[config.mk]
export PLATFORM = sky130hd
export DESIGN_NAME = serial_interface_param
export DESIGN_NICKNAME = d
export VERILOG_FILES = /design/src/rtl/serial_interface_param.sv
export SDC_FILE = /design/constraint.sdc
export NUM_CORES = 1
export LEC_CHECK = 0
export ABC_CLOCK_PERIOD_IN_PS = 9660
export BUFFER_PORTS_ARGS = -buffer_cell sky130_fd_sc_hd__buf_2
export CORE_MARGIN = 2
export CORE_UTILIZATION = 65
export DETAILED_ROUTE_END_ITERATION = 8
export HOLD_SLACK_MARGIN = 0.06
export PLACE_DENSITY = 0.83
export SYNTH_ARGS = -nofsm -noshare
export SYNTH_HDL_FRONTEND = slang
export SYNTH_SLANG_ARGS = --single-unit
[constraint.sdc]
create_clock -name clk -period 9.66 [get_ports clk]
set_clock_uncertainty 0.2 [all_clocks]
set_input_delay 0.966 -clock clk [delete_from_list [all_inputs] [get_ports clk]]
set_output_delay 0.966 -clock clk [all_outputs]
set_load 0.05 [all_outputs]
[src/rtl/serial_interface_param.sv]
// Parametrised UART-style serial interface: words from the core are queued, sent
// as LSB-first byte frames with optional parity, and reassembled on the receive side.
module serial_interface_param #(
   parameter int DATA_W       = 32,
   parameter int CLKS_PER_BIT = 16,
   parameter int FIFO_DEPTH   = 4,
   parameter int PARITY       = 0
) (
   input  logic              clk,
   input  logic              reset,
   input  logic [DATA_W-1:0] data_in,
   input  logic              control,
   input  logic              rd_en,
   input  logic              rx,
   output logic              tx,
   output logic [DATA_W-1:0] data_out,
   output logic              tx_full,
   output logic              tx_busy,
   output logic              rx_empty,
   output logic              parity_err,
   output logic              frame_err,
   output logic              overrun,
   input  logic              clr_err
);
   localparam int BYTES = DATA_W / 8;
   localparam int AW    = $clog2(FIFO_DEPTH);
   localparam int PW    = AW + 1;
   localparam int CW    = $clog2(CLKS_PER_BIT);
   localparam int BW    = (BYTES > 1) ? $clog2(BYTES) : 1;
   localparam logic [CW-1:0] BIT_LAST  = CW'(CLKS_PER_BIT - 1);
   localparam logic [CW-1:0] HALF_LAST = CW'(CLKS_PER_BIT / 2 - 1);
   localparam logic [BW-1:0] BYTE_LAST = BW'(BYTES - 1);
   localparam bit HAS_PAR = (PARITY != 0);
   localparam bit ODD_PAR = (PARITY == 2);

   typedef enum logic [2:0] {S_IDLE, S_START, S_DATA, S_PAR, S_STOP} state_t;

   // Reset asserts immediately but is released only on a clock edge.
   logic [1:0] rst_sync;
   logic       rst_n;

   // NOTE: every clocked block uses non-blocking assignments so all registers
   // update together from values sampled before the edge.
   always_ff @(posedge clk or negedge reset) begin
      if (!reset) rst_sync <= 2'b00;
      else        rst_sync <= {rst_sync[0], 1'b1};
   end
   assign rst_n = rst_sync[1];

   // ---------------------------------------------------------------- TX FIFO
   logic [DATA_W-1:0] tx_mem [FIFO_DEPTH];
   logic [PW-1:0]     tx_wr_ptr, tx_rd_ptr;
   logic              tx_empty, tx_push, tx_pop;

   assign tx_empty = (tx_wr_ptr == tx_rd_ptr);
   assign tx_full  = (tx_wr_ptr[AW] != tx_rd_ptr[AW]) &&
                     (tx_wr_ptr[AW-1:0] == tx_rd_ptr[AW-1:0]);
   assign tx_push  = control && !tx_full;

   // NOTE: storage arrays are not reset; the pointers alone decide which entries
   // are valid, so clearing the data would only cost reset fan-out.
   always_ff @(posedge clk) begin
      if (tx_push) tx_mem[tx_wr_ptr[AW-1:0]] <= data_in;
   end

   always_ff @(posedge clk or negedge rst_n) begin
      if (!rst_n) begin
         tx_wr_ptr <= '0;
         tx_rd_ptr <= '0;
      end else begin
         if (tx_push) tx_wr_ptr <= tx_wr_ptr + PW'(1);
         if (tx_pop)  tx_rd_ptr <= tx_rd_ptr + PW'(1);
      end
   end

   // ---------------------------------------------------------------- TX FSM
   state_t            tx_state, tx_state_n;
   logic [CW-1:0]     tx_cnt, tx_cnt_n;
   logic [2:0]        tx_bit, tx_bit_n;
   logic [BW-1:0]     tx_byte, tx_byte_n;
   logic [DATA_W-1:0] tx_shift, tx_shift_n;
   logic [7:0]        tx_cur;
   logic              tx_n, tx_bit_end;

   assign tx_bit_end = (tx_cnt == BIT_LAST);

   // NOTE: every variable written here gets a default first, so no path can
   // leave one unassigned and infer a latch.
   always_comb begin
      tx_state_n = tx_state;
      tx_cnt_n   = tx_cnt + CW'(1);
      tx_bit_n   = tx_bit;
      tx_byte_n  = tx_byte;
      tx_shift_n = tx_shift;
      tx_pop     = 1'b0;
      case (tx_state)
         S_IDLE: begin
            tx_cnt_n = '0;
            if (!tx_empty) begin
               tx_pop     = 1'b1;
               tx_shift_n = tx_mem[tx_rd_ptr[AW-1:0]];
               tx_byte_n  = '0;
               tx_state_n = S_START;
            end
         end
         S_START: begin
            if (tx_bit_end) begin
               tx_cnt_n   = '0;
               tx_bit_n   = '0;
               tx_state_n = S_DATA;
            end
         end
         S_DATA: begin
            if (tx_bit_end) begin
               tx_cnt_n = '0;
               if (tx_bit == 3'd7) tx_state_n = HAS_PAR ? S_PAR : S_STOP;
               else                tx_bit_n   = tx_bit + 3'd1;
            end
         end
         S_PAR: begin
            if (tx_bit_end) begin
               tx_cnt_n   = '0;
               tx_state_n = S_STOP;
            end
         end
         S_STOP: begin
            if (tx_bit_end) begin
               tx_cnt_n = '0;
               if (tx_byte != BYTE_LAST) begin
                  tx_byte_n  = tx_byte + BW'(1);
                  tx_shift_n = tx_shift >> 8;
                  tx_state_n = S_START;
               end else begin
                  tx_state_n = S_IDLE;
               end
            end
         end
         default: tx_state_n = S_IDLE;
      endcase

      // The line level is registered from the next state so tx never glitches.
      tx_cur = tx_shift_n[7:0];
      case (tx_state_n)
         S_START: tx_n = 1'b0;
         S_DATA:  tx_n = tx_cur[tx_bit_n];
         S_PAR:   tx_n = (^tx_cur) ^ ODD_PAR;
         default: tx_n = 1'b1;
      endcase
   end

   always_ff @(posedge clk or negedge rst_n) begin
      if (!rst_n) begin
         tx_state <= S_IDLE;
         tx_cnt   <= '0;
         tx_bit   <= '0;
         tx_byte  <= '0;
         tx_shift <= '0;
         tx       <= 1'b1;
      end else begin
         tx_state <= tx_state_n;
         tx_cnt   <= tx_cnt_n;
         tx_bit   <= tx_bit_n;
         tx_byte  <= tx_byte_n;
         tx_shift <= tx_shift_n;
         tx       <= tx_n;
      end
   end

   assign tx_busy = !tx_empty || (tx_state != S_IDLE);

   // ---------------------------------------------------------------- RX FSM
   logic rx_meta, rx_s, rx_s_d, rx_fall;

   always_ff @(posedge clk or negedge rst_n) begin
      if (!rst_n) begin
         rx_meta <= 1'b1;
         rx_s    <= 1'b1;
         rx_s_d  <= 1'b1;
      end else begin
         rx_meta <= rx;
         rx_s    <= rx_meta;
         rx_s_d  <= rx_s;
      end
   end
   assign rx_fall = rx_s_d && !rx_s;

   state_t            rx_state, rx_state_n;
   logic [CW-1:0]     rx_cnt, rx_cnt_n;
   logic [2:0]        rx_bit, rx_bit_n;
   logic [BW-1:0]     rx_idx, rx_idx_n;
   logic [7:0]        rx_byte, rx_byte_n;
   logic [DATA_W-1:0] rx_word, rx_word_n;
   logic              rx_bit_end, rx_push, par_set, frm_set;

   assign rx_bit_end = (rx_cnt == BIT_LAST);

   always_comb begin
      rx_state_n = rx_state;
      rx_cnt_n   = rx_cnt + CW'(1);
      rx_bit_n   = rx_bit;
      rx_idx_n   = rx_idx;
      rx_byte_n  = rx_byte;
      rx_word_n  = rx_word;
      rx_push    = 1'b0;
      par_set    = 1'b0;
      frm_set    = 1'b0;
      case (rx_state)
         S_IDLE: begin
            rx_cnt_n = '0;
            if (rx_fall) rx_state_n = S_START;
         end
         S_START: begin
            // Mid-start-bit check; a high line means the edge was noise.
            if (rx_cnt == HALF_LAST) begin
               rx_cnt_n = '0;
               if (rx_s) begin
                  rx_state_n = S_IDLE;
               end else begin
                  rx_bit_n   = '0;
                  rx_state_n = S_DATA;
               end
            end
         end
         S_DATA: begin
            if (rx_bit_end) begin
               rx_cnt_n  = '0;
               rx_byte_n = {rx_s, rx_byte[7:1]};
               if (rx_bit == 3'd7) rx_state_n = HAS_PAR ? S_PAR : S_STOP;
               else                rx_bit_n   = rx_bit + 3'd1;
            end
         end
         S_PAR: begin
            if (rx_bit_end) begin
               rx_cnt_n   = '0;
               par_set    = ((^rx_byte) ^ rx_s) != ODD_PAR;
               rx_state_n = S_STOP;
            end
         end
         S_STOP: begin
            if (rx_bit_end) begin
               rx_cnt_n   = '0;
               frm_set    = !rx_s;
               rx_word_n[{rx_idx, 3'b000} +: 8] = rx_byte;
               rx_state_n = S_IDLE;
               if (rx_idx == BYTE_LAST) begin
                  rx_push  = 1'b1;
                  rx_idx_n = '0;
               end else begin
                  rx_idx_n = rx_idx + BW'(1);
               end
            end
         end
         default: rx_state_n = S_IDLE;
      endcase
   end

   always_ff @(posedge clk or negedge rst_n) begin
      if (!rst_n) begin
         rx_state <= S_IDLE;
         rx_cnt   <= '0;
         rx_bit   <= '0;
         rx_idx   <= '0;
         rx_byte  <= '0;
         rx_word  <= '0;
      end else begin
         rx_state <= rx_state_n;
         rx_cnt   <= rx_cnt_n;
         rx_bit   <= rx_bit_n;
         rx_idx   <= rx_idx_n;
         rx_byte  <= rx_byte_n;
         rx_word  <= rx_word_n;
      end
   end

   // ---------------------------------------------------------------- RX FIFO
   logic [DATA_W-1:0] rx_mem [FIFO_DEPTH];
   logic [PW-1:0]     rx_wr_ptr, rx_rd_ptr;
   logic              rx_full, rx_pop, rx_accept, ovr_set;

   assign rx_empty  = (rx_wr_ptr == rx_rd_ptr);
   assign rx_full   = (rx_wr_ptr[AW] != rx_rd_ptr[AW]) &&
                      (rx_wr_ptr[AW-1:0] == rx_rd_ptr[AW-1:0]);
   assign rx_pop    = rd_en && !rx_empty;
   assign rx_accept = rx_push && (!rx_full || rx_pop);
   assign ovr_set   = rx_push && rx_full && !rx_pop;
   assign data_out  = rx_empty ? '0 : rx_mem[rx_rd_ptr[AW-1:0]];

   always_ff @(posedge clk) begin
      if (rx_accept) rx_mem[rx_wr_ptr[AW-1:0]] <= rx_word_n;
   end

   always_ff @(posedge clk or negedge rst_n) begin
      if (!rst_n) begin
         rx_wr_ptr <= '0;
         rx_rd_ptr <= '0;
      end else begin
         if (rx_accept) rx_wr_ptr <= rx_wr_ptr + PW'(1);
         if (rx_pop)    rx_rd_ptr <= rx_rd_ptr + PW'(1);
      end
   end

   // Sticky flags: a set event in the same cycle as clr_err wins.
   always_ff @(posedge clk or negedge rst_n) begin
      if (!rst_n) begin
         parity_err <= 1'b0;
         frame_err  <= 1'b0;
         overrun    <= 1'b0;
      end else begin
         if (par_set)      parity_err <= 1'b1;
         else if (clr_err) parity_err <= 1'b0;
         if (frm_set)      frame_err  <= 1'b1;
         else if (clr_err) frame_err  <= 1'b0;
         if (ovr_set)      overrun    <= 1'b1;
         else if (clr_err) overrun    <= 1'b0;
      end
   end

endmodule

### After elaboration in Yosys (flattened, before gate mapping)

Memories as Yosys holds them, arrays and structs flattened.
Index checks and enable logic that the tools add are counted.

* bits in registers: 117
* word-level logic and storage cells: 172
* latch bits: 0
* memories: 2
* output and inout port bits: 39
* bits of input ports: 38
* bits in writable memories: 256
* ROM bits: 0

* order comparisons: 1
* bitwise gates (word level): 1
* $mul: 0
* eq/ne operators: 35
* add/sub/neg operators: 11
* shift-type cells: 2
* reductions and logical operators: 33
* div/mod/pow operators: 0
* muxes and demuxes: 63

Memory list
* rx_mem: words 4, bits a word 32, rd ports 1, clocked after memory_dff 0, wr ports 1, line 276 `logic [DATA_W-1:0] rx_mem [FIFO_DEPTH];`
* tx_mem: words 4, bits a word 32, rd ports 1, clocked after memory_dff 0, wr ports 1, line 51 `logic [DATA_W-1:0] tx_mem [FIFO_DEPTH];`

Operators by type and width (number)
* $mux 32: 6
* $pmux 32 s2: 1
* $mux 3: 19
* $bwmux 32: 1
* $shift 8x7->32 const A: 1
* $shiftx 8x7->32: 1
* $pmux 3 s5: 2
* $ne 2x2->1 const B: 12
* $mux 1: 19
* $add 3x1->3 const B: 6
* $eq 3x2->1 const B: 6
* $reduce_xor 8->1: 2
* $eq 3x3->1 const B: 4
* $mux 4: 3
* $pmux 3 s2: 2
* $pmux 4 s3: 1
* $mux 2: 5
* $reduce_bool 2->1: 5
* $eq 3x1->1 const B: 3
* $add 4x1->4 const B: 2
* $eq 4x4->1 const B: 2
* $logic_and 1x1->1: 8
* $pmux 4 s2: 1
* $neg 5->7: 1
* other kinds (21): 33

### Logic depth before layout (Yosys ltp)

Gate-level depths: netlist of the first run.

* depth after elaboration: 7
* gate-level depth with buffers: 10
* gate-level depth less buffers: 9

### Least setup slack after synthesis of the first run

Ideal clock, no wire load.

* kind: register to output
* from: reg rx_rd_ptr[0]
* to: out data_out[22]
* setup slack: 6228 ps
* arrival time: 2266 ps
* data required time: 8494 ps
* stages on the path, launching flop included: 7
* cell sequence: dfrtp_1 clkbuf_1 xnor2_1 and3_1 clkbuf_1 clkbuf_1 nor2b_1

* longest elaborated chain between the ends: 2
* elaborated cells between the ends (all ways): 3
* those cells by class: 1 x eq/ne; 1 x mux; 1 x memory

Ends and longest elaborated chain
* from (decl): line 277 `logic [PW-1:0] rx_wr_ptr, rx_rd_ptr;`
* from (signal assigned): line 298 `if (rx_pop) rx_rd_ptr <= rx_rd_ptr + PW'(1);`
* $eq 3x3->1: line 280 `assign rx_empty = (rx_wr_ptr == rx_rd_ptr);`
* net rx_empty: line 19 `output logic rx_empty,`
* $mux 32: line 286 `assign data_out = rx_empty ? '0 : rx_mem[rx_rd_ptr[AW-1:0]];`
* to (decl): line 16 `output logic [DATA_W-1:0] data_out,`

The timed path passes the listed nets, and every way through them passes these cells.

### Worst setup path in the final report of the first run

* from: reg rx_rd_ptr[0]
* to: out data_out[27]

* longest elaborated chain between the ends: 2
* elaborated cells between the ends (all ways): 3
* those cells by class: 1 x eq/ne; 1 x mux; 1 x memory

Ends and longest elaborated chain (line)
* $mem_v2 4x32 / $eq 3x3->1 (equally long branches)
* $mux 32 (*): 286

Every way passes the cells marked *; elsewhere a longest branch is shown, timed or not.

==> results of run 1 <==
==> sequential cells by signal, indices dropped and copies added, names as in the netlist, 4 cells and up <==
register and flops:
rx_mem 128, rx_byte 8, tx_cnt 4, rx_cnt 4, tx_mem 128, rx_word 32, tx_shift 32
==> metal layers <==
metal  wire length [um]  vias up
met5                 13        -
met4                834        2
met3               1570       64
met2              14900      308
met1              11100     4081
li1                   -     3629
==> where the power goes <==
group | internal [uW] | total, uW | switching, uW
clock | 888 | 1470 | 584
combinational | 157 | 423 | 266
sequential | 1850 | 1910 | 62.6
==> cell usage in the layout (no fill, tap or decap), types with 33 or more instances in the layout <==
master,Yosys,final
sky130_fd_sc_hd__buf_2,12,76
sky130_fd_sc_hd__clkbuf_16,0,40
sky130_fd_sc_hd__dfrtp_1,113,110
sky130_fd_sc_hd__edfxtp_1,256,256
sky130_fd_sc_hd__inv_1,33,33
sky130_fd_sc_hd__mux4_2,64,64
sky130_fd_sc_hd__nand2_1,107,107
sky130_fd_sc_hd__nor2b_1,42,42
sky130_fd_sc_hd__o21ai_0,54,54
==> final timing paths <==
kind | from | slack [ns] | endpoint | cells past startpoint
hold reg to reg | rst_sync[0] | 0.15 | rst_sync[1] | 0
min in group asynchronous | rst_sync[1] | 0.17 | rx_word[14] | 0
setup / recovery | rx_rd_ptr[0] | 5.95 | data_out[27] | 6
hold / removal | rst_sync[0] | 0.15 | rst_sync[1] | 0
setup reg to reg | rx_cnt[0] | 6.13 | rx_mem[0][15] | 7
max in group asynchronous | rst_sync[1] | 7.72 | rx_rd_ptr[0] | 1
==> cells by family (layout without fill, tap and decap cells) <==
kind of cell | Yosys count | after routing | synth area share
flops | 373 | 373 | 0.708
simple gates | 211 | 211 | 0.0670
compound gates | 117 | 117 | 0.0551
mux | 81 | 81 | 0.109
buf+inv | 72 | 193 | 0.0210
xor+xnor | 33 | 33 | 0.0220
fa+ha+maj | 22 | 22 | 0.0183
other cells | 1 | 2 | 0.000250
==> stage by stage <==
step / area (um^2) / power [uW] / hold slack [ns] / utilization / std cells
after floorplan: 15000 / 2240 / 0.131 / - / 910
after global placement: 15700 / 2350 / 0.142 / 0.692 / 1246
after detailed placement: 15700 / 2370 / 0.142 / 0.692 / 1246
after CTS: 16900 / 3850 / 0.160 / 0.748 / 1316
after global routing: 16900 / 3950 / 0.162 / 0.748 / 1316
final: 16900 / 3810 / 0.146 / 0.748 / 1317
==> synth_stat cells (all sizes together) (6+ instances only) <==
library cell / number
nor2b: 42
buf: 18
nand2: 107
dfrtp: 113
mux4: 64
and2: 8
mux2: 15
ha: 22
a31oi: 7
a222oi: 16
xnor2: 23
o21ai: 56
clkbuf: 21
a22oi: 6
nand3: 12
nor2: 18
edfxtp: 256
xor2: 10
inv: 33
==> critical path, cell delays in order (launching register included) <==
cell and delay, ns:
sky130_fd_sc_hd__dfrtp_2 0.34, sky130_fd_sc_hd__buf_4 0.57, sky130_fd_sc_hd__xnor2_1 0.17, sky130_fd_sc_hd__and3_1 0.19, sky130_fd_sc_hd__buf_4 0.23, sky130_fd_sc_hd__nor2b_1 0.21, sky130_fd_sc_hd__buf_2 0.29
==> final cells by class <==
cell class,instances,share of cell area
diodes,1,0.000148
clock inverters,12,0.00849
inverters,33,0.00731
multi-input cells,465,0.240
well taps,285,0.0210
flip-flops and latches,373,0.627
clock buffers,57,0.0664
repair buffers,91,0.0292
==> impl_summary.md, run 1 <==
Synth
The async set or reset register ratio after synthesis is 0.314. The area of the mapped netlist is 15000 um^2. The share of synthesized area in the top cell type comes to 0.512. The leading area contributor after synthesis is sky130_fd_sc_hd__edfxtp_1. The mean area per synthesized cell is 16.5 um^2. The synthesized instance count is 910. The synthesized net count is 970. The Yosys warning count is 0. Ranked by total cell area, the synthesized netlist is headed by sky130_fd_sc_hd__edfxtp_1, sky130_fd_sc_hd__dfrtp_1, sky130_fd_sc_hd__mux4_2, sky130_fd_sc_hd__nand2_1, sky130_fd_sc_hd__ha_1. The number of synthesized flops with an enable pin is 256. The sequential share of the synthesized area is 0.708. The distinct cell type count of the synthesized netlist is 56. Counting flops and latches in the post-synthesis netlist gives 373.

For this run, the leading register cell type out of synthesis is sky130_fd_sc_hd__edfxtp_1.

Clocking
Buffers added to address setup during post-CTS repair amount to 0. The clock passes through at most 3 buffers. Clock tree synthesis selected as its root buffer the cell sky130_fd_sc_hd__clkbuf_16.

The number of hold buffers added after CTS was 1. For the worst-skew pair, the clock arrives at the later sink with an insertion delay of 0.52 ns. The clock sink count is 373. The CTS tree is yes. The clock-pin slew on the worst setup and hold paths is 0.06 ns. In this run the number of H-tree levels came out at 2. Gates resized during post-CTS repair numbered 0. In this run, CTS created clock tree buffers numbering 38.

Run
Max-cap violations in this run came to 0.

Timing
The final number of hold-violating endpoints is 0. The number of slew-limit violations in the final report came to 0. Setup violations remaining at the end of the flow were counted as 0. For the final routed database, the setup TNS stands at 0 ns. Setup repair after global routing left no endpoint under its margin.

The final worst-path cycle share is 0.384. The clock period minus final worst setup slack is 3.71 ns. The slew at the pin closest to its max-slew limit is 1.08 ns. For this run, the top clock speed supported by timing is 269 MHz. The worst max-slew margin expressed relative to the limit is 0.277. The final critical-path setup slack is 5.95 ns.

Pwr
The analysis attributes to cell leakage a power of 0.00679 uW. The total power per unit cell area is 225 nW/um^2. The highest ir drop seen on vdd is 217 uV.

Global route
For this run the aggregate overflow at the end of global routing stands at 0. The met2 usage is 0.422. In the global route stage, overall resource usage came out at 0.245. The first-pass GRT wire length is 44800 um. Entering global routing, the biggest net connects 69 pins. The global routing stage identified its most utilized layer as met2. The met1 track demand over resource in global routing is 0.319.

In the global route stage, met3 resource usage came out at 0.0406. The number of global-route vias before repair is 8271. The number of antenna violations at the first check in global routing is 2.

Detailed routing
Using the TritonRoute via totals, the vias-per-cell ratio works out to 6.14. The routed design has 28400 um of wire. The via count is 8084. Before antenna repair, the detailed router went through 7 iterations. After detailed routing, the average wire length per cell comes to 21.6 um.

For this block, the initial DRC count from the detailed router was 818. For this run, design rule violations remaining after detail routing come to 0. In this run the remaining antenna-violating nets after routing total 0.

Placed design
The final HPWL from detailed placement is 16800 um. The final weighted congestion in routability-driven placement is 0.817. The number of input and output port buffers inserted is 76.

The pre-CTS worst setup slack is 6.10 ns.

Worst setup path
At the worst endpoint, the required time is 8.49 ns. The critical path class is flop to output pin. The kind of end point of the critical path is an output pin. Data on the critical path arrives at its endpoint at 2.55 ns. The worst setup path is launched from a flop. In this run the worst path has a maximum fanout of 35.

Cells and area
The layout-stage area growth over the synthesis result is 12.9%. In the final layout, flip-flops and latches occupy 10600 um^2. The multi-input combinational cells in the finished layout cover a total of 4070 um^2. The number of nets in the final layout is 1062. Counting the fill cells in the layout gives 1245. In the final layout, the share of cells above drive strength 1 is 0.240.

Outcome
The run finished with clean final reports.

Floorplan
The floorplan has 55 rows. The boundary pin count is 77. The die covers 24300 um^2.

From bottom edge to top edge, the die measures 156 um. The starting utilization of the core area is 0.663. The width of the die is 156 um. The total area inside the core boundary comes to 22600 um^2.

Worst hold path
The worst hold path belongs to the class flop to flop.
Note: power is estimated with default switching activity, not from simulation.
==> inputs of run 2 (changes only) <==
--- a/config.mk
+++ b/config.mk
@@ -5,13 +5,13 @@
 export SDC_FILE = /design/constraint.sdc
 export NUM_CORES = 1
 export LEC_CHECK = 0
-export ABC_CLOCK_PERIOD_IN_PS = 9660
+export ABC_CLOCK_PERIOD_IN_PS = 3060
 export BUFFER_PORTS_ARGS = -buffer_cell sky130_fd_sc_hd__buf_2
 export CORE_MARGIN = 2
-export CORE_UTILIZATION = 65
+export CORE_UTILIZATION = 55
 export DETAILED_ROUTE_END_ITERATION = 8
 export HOLD_SLACK_MARGIN = 0.06
-export PLACE_DENSITY = 0.83
+export PLACE_DENSITY = 0.75
 export SYNTH_ARGS = -nofsm -noshare
 export SYNTH_HDL_FRONTEND = slang
 export SYNTH_SLANG_ARGS = --single-unit
==> constraint.sdc (replaced) <==
create_clock -name clk -period 3.06 [get_ports clk]
set_clock_uncertainty 0.2 [all_clocks]
set_input_delay 0.306 -clock clk [delete_from_list [all_inputs] [get_ports clk]]
set_output_delay 0.306 -clock clk [all_outputs]
set_load 0.05 [all_outputs]
==> impl_summary.md, run 2 (synthesis results as in run 1) <==
Worst setup path
The largest incremental delay on the critical path is 0.41 ns (was 0.57 ns). The biggest fanout along the worst timing path came to 30 (was 35). The endpoint of the worst register-to-register path is tx (was rx_mem[0][15]). The arrival time at the worst endpoint was 2.30 ns (was 2.55 ns).

The number of cells traversed by the worst register-to-register path is 8 (was 7). The element type at the critical path start is a flop (unchanged). Critical-path cell list: xnor2_1 > and3_1 > buf_4 > nor2b_1 > buf_2 (was buf_4 > xnor2_1 > and3_1 > buf_4 > nor2b_1 > buf_2). The cell with the largest stage delay on the worst path is sky130_fd_sc_hd__and3_1 (was sky130_fd_sc_hd__buf_4).

The startpoint of the worst register-to-register path is tx_rd_ptr[1] (was rx_cnt[0]). The critical path required time is 2.55 ns (was 8.49 ns). The slack of the worst reg-to-reg path is 0.44 ns (was 6.13 ns). The critical path class is flop to output pin (unchanged). The kind of end point of the critical path is an output pin (unchanged).

Floorplan
The boundary pin count is 77 (unchanged). The site row count is 60 (was 55). The starting utilization of the core area is 0.558 (was 0.663). The overall die area is 28600 um^2 (was 24300 um^2). The width of the die is 169 um (was 156 um). The total core area was 26900 um^2 (was 22600 um^2).

The die boundary height is 169 um (was 156 um).

Detailed routing
The DRC violation count after routing is 0 (unchanged). The per-cell via count in the routed design is 5.73 (was 6.14). The number of routed nets with antenna violations came to 0 (unchanged).

The total wire length came to 29500 um (was 28400 um). The average detailed-routed wire length per instance is 20.7 um (was 21.6 um). The first-pass iteration count of the detailed router is 6 (was 7). The initial detailed-routing violation count came to 756 (was 818). The via count is 8169 (was 8084).

Timing
The final worst-path cycle share is 0.915. Based on the critical path, the design can be clocked at up to 357 MHz. The worst hold-check slack is 0.138 ns (was 0.146 ns).

The number of slew-limit violations in the final report is 0 (unchanged). The final number of hold-violating endpoints came to 0 (unchanged). RSZ-0062 raised after global routing: false (unchanged). The total negative slack for setup checks is 0 ns (unchanged).

The slew at the pin closest to its max-slew limit is 0.709 ns (was 1.08 ns). The worst max-slew margin expressed relative to the limit is 0.525 (was 0.277). Subtracting the final worst setup slack from the clock period gives 2.80 ns. The final setup violation count is 0 (unchanged).

Clocking
The clock-pin slew on the worst setup and hold paths is 0.06 ns (about the same). The CTS tree was yes (unchanged). The clock sink count is 373 (unchanged). The maximum count of clock buffers along a single path is 3 (unchanged). The count of instances resized after the clock tree is built is 0 (unchanged). The clock root buffer master is sky130_fd_sc_hd__clkbuf_16 (unchanged). The insertion delay to the later sink of the worst-skew pair is 0.53 ns (was 0.52 ns). The total CTS buffers is 37 (was 38). The maximum level of the CTS H-tree is 2 (unchanged).

Pwr
The highest ir drop seen on vdd is 614 uV (was 217 uV). The leakage power of the design is 0.00627 uW (was 0.00679 uW). The total power per unit cell area came to 724 nW/um^2 (was 225 nW/um^2).

Outcome
Outcome: complete, no violations (unchanged).

Global route
The first-pass GRT wire length is 46400 um (was 44800 um). The overall track demand over capacity in global routing was 0.212 (was 0.245). The final global-route overflow total is 0 (unchanged).

The number of antenna violations at the first check in global routing is 0 (was 2). The largest net degree at the start of global routing is 52 (was 69). The number of global-route vias before repair is 8378 (was 8271).

Cells and area
The core utilization of the finished layout is 0.652 (was 0.748). The layout-stage area growth over the synthesis result was 16.8% (was 12.9%). The number of nets in the final layout is 1115 (was 1062). The count of antenna diodes in the layout is 0 (was 1). The fraction of layout instances using a drive strength above 1 is 0.244 (was 0.240). The filler cell count in the final layout is 1849 (was 1245). The most common cell after layout, fill and taps aside is sky130_fd_sc_hd__edfxtp_1 (unchanged). Most used cells in the layout excluding fill and tap cells: sky130_fd_sc_hd__edfxtp_1, sky130_fd_sc_hd__dfrtp_1, sky130_fd_sc_hd__nand2_1, sky130_fd_sc_hd__buf_2, sky130_fd_sc_hd__mux4_2 (unchanged).

Placed design
The number of input and output port buffers inserted is 76 (unchanged). The final HPWL from detailed placement is 17100 um (was 16800 um). The final weighted congestion in routability-driven placement is 0.825 (was 0.817).

Run
The count of maximum capacitance violations came to 0 (unchanged).

Worst hold path
The path type of the worst min-delay path is flop to async pin (was flop to flop).
-- run 2: how the worst max path moves through the flow --
stage | cells past startpoint | start | to
floorplan | 7 | tx_rd_ptr[1] | tx_wr_ptr[2]
global placement | 8 | tx_rd_ptr[1] | tx
detailed placement | 8 | tx_rd_ptr[1] | tx
CTS | 5 | rx_rd_ptr[2] | data_out[25]
global route | 5 | rx_wr_ptr[1] | data_out[9]
finish | 5 | rx_rd_ptr[2] | data_out[9]
-- run 2: routing by layer --
layer | wire [um] | track usage
met1 | 12400 | 0.279
met2 | 15100 | 0.367
met3 | 1330 | 0.0345
met4 | 659 | 0.0669
met5 | 0 | 0
-- run 2: layout make-up --
cell class	instances	area, um^2	area share
flip-flops and latches	373	10600	0.606
multi-input cells	465	4070	0.232
repair buffers	145	1110	0.0632
clock buffers	51	1040	0.0592
well taps	341	427	0.0243
clock inverters	17	131	0.00749
inverters	33	124	0.00707
-- run 2: critical path, delay by kind of cell, from the launching register on --
| family | cells | cell delay [ns] |
|---|---|---|
| buffers and inverters | 2 | 0.60 |
| AND/OR/NAND/NOR | 2 | 0.51 |
| flip-flops | 1 | 0.40 |
| XOR/XNOR | 1 | 0.22 |
-- run 2: repair_timing --
item,4_1_cts,5_1_grt
setup buffers,0,0
hold buffers,39,0
endpoints found under the hold margin,139,0
-- run 2: power by group --
group	switching [uW]	total, uW	internal [uW]
Combinational	1590	2320	735
Clock	1840	4320	2480
Sequential	205	6040	5840
-- run 2: metrics by stage --
step | cell area (um^2) | setup slack, ns | std cells | power (uW)
floorplan | 15000 | 0.155 | 910 | 7790
global route | 17500 | 0.142 | 1425 | 13200
detailed placement | 16000 | 0.412 | 1318 | 8450
global placement | 16000 | 0.480 | 1318 | 8400
CTS | 17500 | 0.222 | 1425 | 12800
finish | 17500 | 0.259 | 1425 | 12700
==> inputs of run 3 (changes only) <==
--- a/config.mk
+++ b/config.mk
@@ -7,7 +7,6 @@
 export LEC_CHECK = 0
 export ABC_CLOCK_PERIOD_IN_PS = 3060
 export BUFFER_PORTS_ARGS = -buffer_cell sky130_fd_sc_hd__buf_2
-export CORE_MARGIN = 2
 export CORE_UTILIZATION = 55
 export DETAILED_ROUTE_END_ITERATION = 8
 export HOLD_SLACK_MARGIN = 0.06
==> impl_summary.md, run 3 (synthesis results as in run 1) <==
Timing
The slew at the pin closest to its max-slew limit is 0.882 ns (was 0.709 ns). The final number of hold-violating endpoints was 0 (unchanged). The worst max-slew margin expressed relative to the limit is 0.412 (was 0.525). RSZ-0062 raised after global routing: false (unchanged). The highest attainable clock frequency was 351 MHz (was 357 MHz).

The final worst-path cycle share was 0.932 (was 0.915). The clock period minus final worst setup slack was 2.85 ns (was 2.80 ns). The number of slew-limit violations in the final report is 0 (unchanged). The total negative slack for setup checks is 0 ns (unchanged). The final setup violation count came to 0 (unchanged).

Cells and area
The layout-stage area growth over the synthesis result was 17.3% (was 16.8%). The most common cell after layout, fill and taps aside is sky130_fd_sc_hd__edfxtp_1 (unchanged). The count of antenna diodes in the layout was 0 (unchanged). The footprint of the multi-input gates was 4070 um^2 (unchanged). The number of nets in the final layout is 1116 (was 1115). Most used cells in the layout excluding fill and tap cells: sky130_fd_sc_hd__edfxtp_1, sky130_fd_sc_hd__dfrtp_1, sky130_fd_sc_hd__nand2_1, sky130_fd_sc_hd__buf_2, sky130_fd_sc_hd__mux4_2 (unchanged). The core utilization of the finished layout is 0.655 (was 0.652). The area of all sequential standard cells came to 10600 um^2 (about the same). The filler cell count in the final layout is 1806 (was 1849). The fraction of layout instances using a drive strength above 1 is 0.240 (was 0.244).

Worst setup path
The largest incremental delay on the critical path is 0.59 ns (was 0.41 ns). The critical path class was flop to output pin (unchanged). The buffers plus inverters on the worst setup path is 2 (unchanged). The critical path startpoint was rx_rd_ptr[0] (was rx_rd_ptr[2]).

The arrival time at the worst endpoint is 2.34 ns (was 2.30 ns). Critical-path cell list: xnor2_1 > and3_1 > buf_6 > nor2b_1 > buf_2 (was xnor2_1 > and3_1 > buf_4 > nor2b_1 > buf_2). The cell with the largest stage delay on the worst path is sky130_fd_sc_hd__dfrtp_4 (was sky130_fd_sc_hd__and3_1). The biggest fanout along the worst timing path is 30 (unchanged). The kind of end point of the critical path is an output pin (unchanged).

The startpoint of the worst register-to-register path was tx_rd_ptr[0] (was tx_rd_ptr[1]). The element type at the critical path start was a flop (unchanged). The cell class contributing the biggest share of worst-path delay is flip-flops (was buffers and inverters). The critical path required time is 2.55 ns (about the same).

Global route
The overall track demand over capacity in global routing came to 0.218 (was 0.212). The first-pass GRT wire length is 46800 um (was 46400 um). The number of global-route vias before repair was 8458 (was 8378). The final global-route overflow total came to 0 (unchanged). The number of antenna violations at the first check in global routing is 0 (unchanged). The largest net degree at the start of global routing came to 64 (was 52).

Floorplan
The total core area is 26900 um^2 (unchanged). The boundary pin count is 77 (unchanged). The die boundary height is 167 um (was 169 um).

The overall die area is 27900 um^2 (was 28600 um^2). The site row count is 60 (unchanged). The width of the die is 167 um (was 169 um). The starting utilization of the core area is 0.558 (unchanged).

Placed design
The final weighted congestion in routability-driven placement is 0.808 (was 0.825). The final HPWL from detailed placement is 16700 um (was 17100 um). The number of input and output port buffers inserted is 76 (unchanged).

Pwr
The highest ir drop seen on vdd came to 577 uV (was 614 uV). The total power per unit cell area was 734 nW/um^2 (was 724 nW/um^2). The leakage power of the design is 0.00628 uW (was 0.00627 uW).

Worst hold path
The source of the worst hold timing path is rst_sync[0]. The path type of the worst min-delay path is flop to flop (was flop to async pin).

Run
The count of maximum capacitance violations came to 0 (unchanged).

Clocking
The maximum level of the CTS H-tree is 2 (unchanged). The CTS tree is yes (unchanged). The insertion delay to the later sink of the worst-skew pair is 0.52 ns (was 0.53 ns). The total CTS buffers is 38 (was 37). The clock sink count came to 373 (unchanged).

The clock-pin slew on the worst setup and hold paths is 0.06 ns (about the same). The clock root buffer master is sky130_fd_sc_hd__clkbuf_16 (unchanged). The maximum count of clock buffers along a single path is 3 (unchanged).

Detailed routing
The first-pass iteration count of the detailed router was 8 (was 6). The via count is 8141 (was 8169). The DRC violation count after routing is 0 (unchanged). The initial detailed-routing violation count is 616 (was 756). The total wire length was 29100 um (was 29500 um). The average detailed-routed wire length per instance was 20.4 um (was 20.7 um). The per-cell via count in the routed design is 5.70 (was 5.73). The number of routed nets with antenna violations is 0 (unchanged).

Outcome
Outcome: complete, no violations (unchanged).
[run 3: path summary, 6_finish.rpt]
| path | endpoint | slack (ns) | depth (start not counted) |
|---|---|---|---|
| setup / recovery | data_out[25] | 0.21 | 5 |
| hold / removal | rst_sync[1] | 0.15 | 0 |
| setup reg to reg | tx | 0.48 | 8 |
| hold reg to reg | rst_sync[1] | 0.15 | 0 |
| max in group asynchronous | rx_s_d | 1.65 | 1 |
| min in group asynchronous | tx_shift[29] | 0.23 | 0 |
[run 3: layout make-up]
| type | count | share of cell area |
|---|---|---|
| Multi-Input combinational cell | 465 | 0.232 |
| Sequential cell | 373 | 0.604 |
| Inverter | 33 | 0.00704 |
| Timing Repair Buffer | 145 | 0.0638 |
| Tap cell | 341 | 0.0242 |
| Clock inverter | 18 | 0.0106 |
| Clock buffer | 52 | 0.0588 |
[run 3: repair_timing]
action | in CTS | in global routing
hold buffers | 38 | 0
resized for setup | 0 | 2
buffers inserted | 0 | 0
setup endpoints to repair | 0 | 13
endpoints found under the hold margin | 139 | 0
[run 3: through the flow]
stage               power (uW)  hold WS, ns  worst slack (ns)  cell area (um^2)  instances
floorplan                 7790       -0.190             0.155             15000        910
detailed placement        8480       -0.108             0.515             16000       1319
global placement          8430       -0.108             0.541             16000       1319
finish                   12900        0.153             0.209             17600       1427
global route             13400        0.159            0.0771             17600       1427
CTS                      13000        0.155            0.0475             17600       1427
[run 3: worst register-to-register path, cell delays in order (launching register included)]
cell and delay, ns:
sky130_fd_sc_hd__dfrtp_2 0.55, sky130_fd_sc_hd__xor2_2 0.26, sky130_fd_sc_hd__o41ai_4 0.49, sky130_fd_sc_hd__a22oi_1 0.18, sky130_fd_sc_hd__o21a_1 0.18, sky130_fd_sc_hd__mux2_2 0.28, sky130_fd_sc_hd__mux2i_1 0.17, sky130_fd_sc_hd__o211ai_1 0.11
sky130_fd_sc_hd__o211ai_2 0.08
[run 3: per-layer routing]
metal,track usage,share of wire,up-vias
met5,0,0,-
met3,0.0331,0.046,66
li1,-,-,3735
met1,0.282,0.42,4099
met2,0.373,0.50,241
met4,0.0862,0.034,0
[run 3: where the power goes]
part	leakage, uW	switching, uW	internal [uW]
combinational	0.00209	1540	757
sequential	0.00361	256	5840
clock	0.000592	1870	2650
